==> config.mk <==
export PLATFORM = sky130hd
export DESIGN_NAME = roy_autosynthesys
export DESIGN_NICKNAME = d
export VERILOG_FILES = /design/src/rtl/roy_autosynthesys.sv
export SDC_FILE = /design/constraint.sdc
export NUM_CORES = 1
export LEC_CHECK = 0
export CAP_MARGIN = 25
export CORE_AREA = 2 2 39 41
export CTS_BUF_LIST = sky130_fd_sc_hd__clkbuf_8
export CTS_CLUSTER_DIAMETER = 80
export DETAILED_ROUTE_END_ITERATION = 6
export DIE_AREA = 0 0 41 43
export PLACE_DENSITY = 0.45
export SLEW_MARGIN = 40
export SYNTH_ARGS = -nofsm -noshare
export SYNTH_HDL_FRONTEND = slang
export SYNTH_SLANG_ARGS = --single-unit
==> constraint.sdc <==
create_clock -name clk -period 1.3 [get_ports clk]
set_clock_uncertainty 0.1 [all_clocks]
set_input_delay 0.195 -clock clk [delete_from_list [all_inputs] [get_ports clk]]
set_output_delay 0.195 -clock clk [all_outputs]
set_load 0.01 [all_outputs]
==> src/rtl/roy_autosynthesys.sv <==
// Registered WIDTH-bit Kogge-Stone adder with carry-out. One-cycle latency; propagate,
// generate and carry vectors are held in P, H and X1 for hierarchical inspection.
module roy_autosynthesys #(
    parameter int unsigned WIDTH = 4
) (
    input  logic             clk,
    input  logic             rst_n,
    input  logic [WIDTH-1:0] A,
    input  logic [WIDTH-1:0] B,
    output logic [WIDTH-1:0] X,
    output logic             C_out
);

    localparam int unsigned Levels = $clog2(WIDTH);

    logic [WIDTH-1:0] p;
    logic [WIDTH-1:0] g;
    logic [WIDTH-1:0] c;
    logic [WIDTH-1:0] s;

    logic [WIDTH-1:0] P;
    logic [WIDTH-1:0] H;
    logic [WIDTH-1:0] X1;

    assign p = A ^ B;
    assign g = A & B;

    // Each level owns its vectors so no signal feeds back into itself.
    for (genvar l = 0; l < Levels; l++) begin : g_level
        localparam int unsigned D = 1 << l;
        logic [WIDTH-1:0] g_in;
        logic [WIDTH-1:0] p_in;
        logic [WIDTH-1:0] g_out;
        logic [WIDTH-1:0] p_out;

        if (l == 0) begin : g_first
            assign g_in = g;
            assign p_in = p;
        end else begin : g_chain
            assign g_in = g_level[l-1].g_out;
            assign p_in = g_level[l-1].p_out;
        end

        for (genvar i = 0; i < WIDTH; i++) begin : g_bit
            if (i >= D) begin : g_merge
                assign g_out[i] = g_in[i] | (p_in[i] & g_in[i-D]);
                assign p_out[i] = p_in[i] & p_in[i-D];
            end else begin : g_pass
                assign g_out[i] = g_in[i];
                assign p_out[i] = p_in[i];
            end
        end
    end

    // Carry-in is zero, so the group generate over bits i..0 is the carry out of bit i.
    assign c = g_level[Levels-1].g_out;

    assign s[0]         = p[0];
    assign s[WIDTH-1:1] = p[WIDTH-1:1] ^ c[WIDTH-2:0];

    always_ff @(posedge clk) begin
        if (!rst_n) begin
            P     <= '0;
            H     <= '0;
            X1    <= '0;
            X     <= '0;
            C_out <= 1'b0;
        end else begin
            P     <= p;
            H     <= g;
            X1    <= c;
            X     <= s;
            C_out <= c[WIDTH-1];
        end
    end

endmodule

==> metrics <==
Hold Slack=220 ps; number of routed nets with antenna violations=0; initial antenna violation count=0; min-delay worst type=input pin to flop; max-slew violations=0; min cycle time layout=1270 ps; TritonCTS buffer count=3; CP Cell Sequence=clkdlybuf4s50_1 > ha_4 > a21o_1 > a21oi_2 > nor2b_1; Peak VDD IR=0.000519 V; sum of negative setup slack=0 ps; Slew @ Worst Pin=119 ps; Max Cap Violations=0; CTS tree=yes; Hold Fails Final Rpt=0; gr usage total=6.53%; filler cell count=164; Routed WL=485 um; wl on met1=182 um; Finished Layout Cells=56; CP startpoint=A[2]; H-Tree Level Count=1; Pwr Density=1210 mW/mm^2; Netlist cell types=12; Met3 Routed Length=58 um; width of the die=41 um; area growth from synthesis to layout=82.2%; Synth Cell Area=253 sq um; Mapped Cells=22; Root Buffer=clkbuf_8; die area=0.00176 sq mm; worst-path maximum fanout=3; total congestion overflow=0; DP Area=418 sq um; Syn Nets=37; placed cell count=52; Antenna diodes=0; Data arrival, critical path=1280 ps; Tcrit/Tclk final=97.7%; via/cell ratio=3.84; post-route DRC violation count=0; drt first pass iters=2; Net Sw Frac=21.7%; Setup Viol. Count Final=0; Yosys reg bits=5; max incr delay on CP=520 ps; Avg Cell Area, Syn=11.5 sq um; crit path kind=input pin to flop; highest-count cells in the layout ignoring fill and taps=dlygate4sd2_1, dfxtp_1, clkdlybuf4s50_1; nets@finish=56; Int Pwr=0.438 mW; wire length per cell=8.66 um; Net Sw Power=0.121 mW; Die Ht=43 um; deepest clock path buffer count=2; Clock power frac=49.1%; outcome=finished clean; clock transition at the registers of the reported paths=30 ps; Top Metal Used=met3; combinational share of power=20.0%; Synth Warn #=0; Worst path slowest cell=clkdlybuf4s50_1; FP Rows=14; Core ar.=0.00138 sq mm; maximum clock frequency=787 MHz; fin area=460 sq um; number of global-route vias before repair=209; Slew HR=91.8%; total number of vias=215; Port Buffers=14; CP Capture Type=flop; initial drt markers=4; crit path to=C_out; Final GP Congestion=0.613; commonest non-fill, non-tap cell in the layout=dlygate4sd2_1; initial core utilization=18.3%; largest net degree at the start of global routing=7; Flop pwr share=30.9%; first-pass GRT wire length=669 um; # hold bufs at CTS=0; clk sink count=5; metal2 WL=245 um; sequential-to-total area share from yosys stat=39.6%; number of I/O pins=15; critical path startpoint category=input pin; P_leak=0.223 nW; CP Data Required Time=1310 ps; fraction of layout cells with a size suffix above 1=25.0%
-- routing by layer --
metal / up-vias / GRT usage (%)
li1: 110 / -
met1: 90 / 4.52
met2: 15 / 9.38
met3: 0 / 7.85
met4: 0 / 4.00
met5: - / 0
-- worst min path at each step --
stage,startpoint,endpoint,slack (ps),cells after the start
4_1_cts,A[0],X[0],350,3
2_1_floorplan,rst_n,X[0],220,1
3_5_place_dp,rst_n,X[3],790,3
3_3_place_gp,rst_n,X[3],790,3
5_1_grt,B[0],X[0],250,3
6_report,B[0],X[0],220,3
-- Yosys cell counts, drive strengths merged --
master,instances,area share (%)
dfxtp,5,40
ha,4,20
a21o,2,5.9
a21oi,2,5.4
xor2,1,3.5
nand2b,1,2.5
mux2i,1,4.0
fa,1,7.9
nor2b,1,2.5
nand2,1,1.5
and2,3,7.4
-- through the flow --
stage                     setup slack (ps)  total power [mW]  util, %
final                                 29.8             0.559     33.3
after global routing                 -19.8             0.595     33.3
after CTS                             11.3             0.566     32.9
after detailed placement              -473             0.298     30.2
after global placement                -481             0.296     30.2
after floorplan                       6.61             0.229        -
-- registers in the layout, summed over array words and instances (netlist names) --
register	count
X	4
C_out	1
-- power groups by stage --
stage	Combinational (mW)	Clock, mW	Sequential (mW)
final	0.112	0.274	0.173
after global routing	0.126	0.294	0.175
after CTS	0.109	0.284	0.174
after detailed placement	0.122	0	0.176
after global placement	0.121	0	0.175
after floorplan	0.0443	0	0.184
-- layout make-up --
type / count / area (sq um) / share of cell area, %
multi-input cells: 17 / 174 / 37.8
clock inverters: 1 / 3.75 / 0.815
flip-flops and latches: 5 / 100 / 21.7
clock buffers: 3 / 41.3 / 8.97
well taps: 16 / 20.0 / 4.35
repair buffers: 14 / 121 / 26.4
-- repair_timing --
item / CTS / global route
gates cloned: 0 / 0
setup buffers: 0 / 0
pin swaps: 4 / 4
endpoints found under the setup margin: 9 / 2
gates resized for setup: 10 / 5
-- cells by family (layout without fill, tap and decap cells) --
logic type               after synthesis  after routing  share of synthesized area [%]
AO/OA/AOI/OAI                          4              4                           11.4
XOR/XNOR                               1              1                           3.47
adder cells (fa/ha/maj)                5              5                           27.7
buffers and inverters                  0             18                              0
flip-flops                             5              5                           39.6
multiplexers                           1              1                           3.96
AND/OR/NAND/NOR                        6              6                           13.9
-- worst max-delay path, delay by kind of cell --
kind / cells / cell delay (ps)
adders and majority gates: 1 / 230
AOI/OAI and AO/OA: 2 / 280
and+or+nand+nor: 1 / 50
buffers and inverters: 1 / 520
Power figures use the tool's default switching activity.
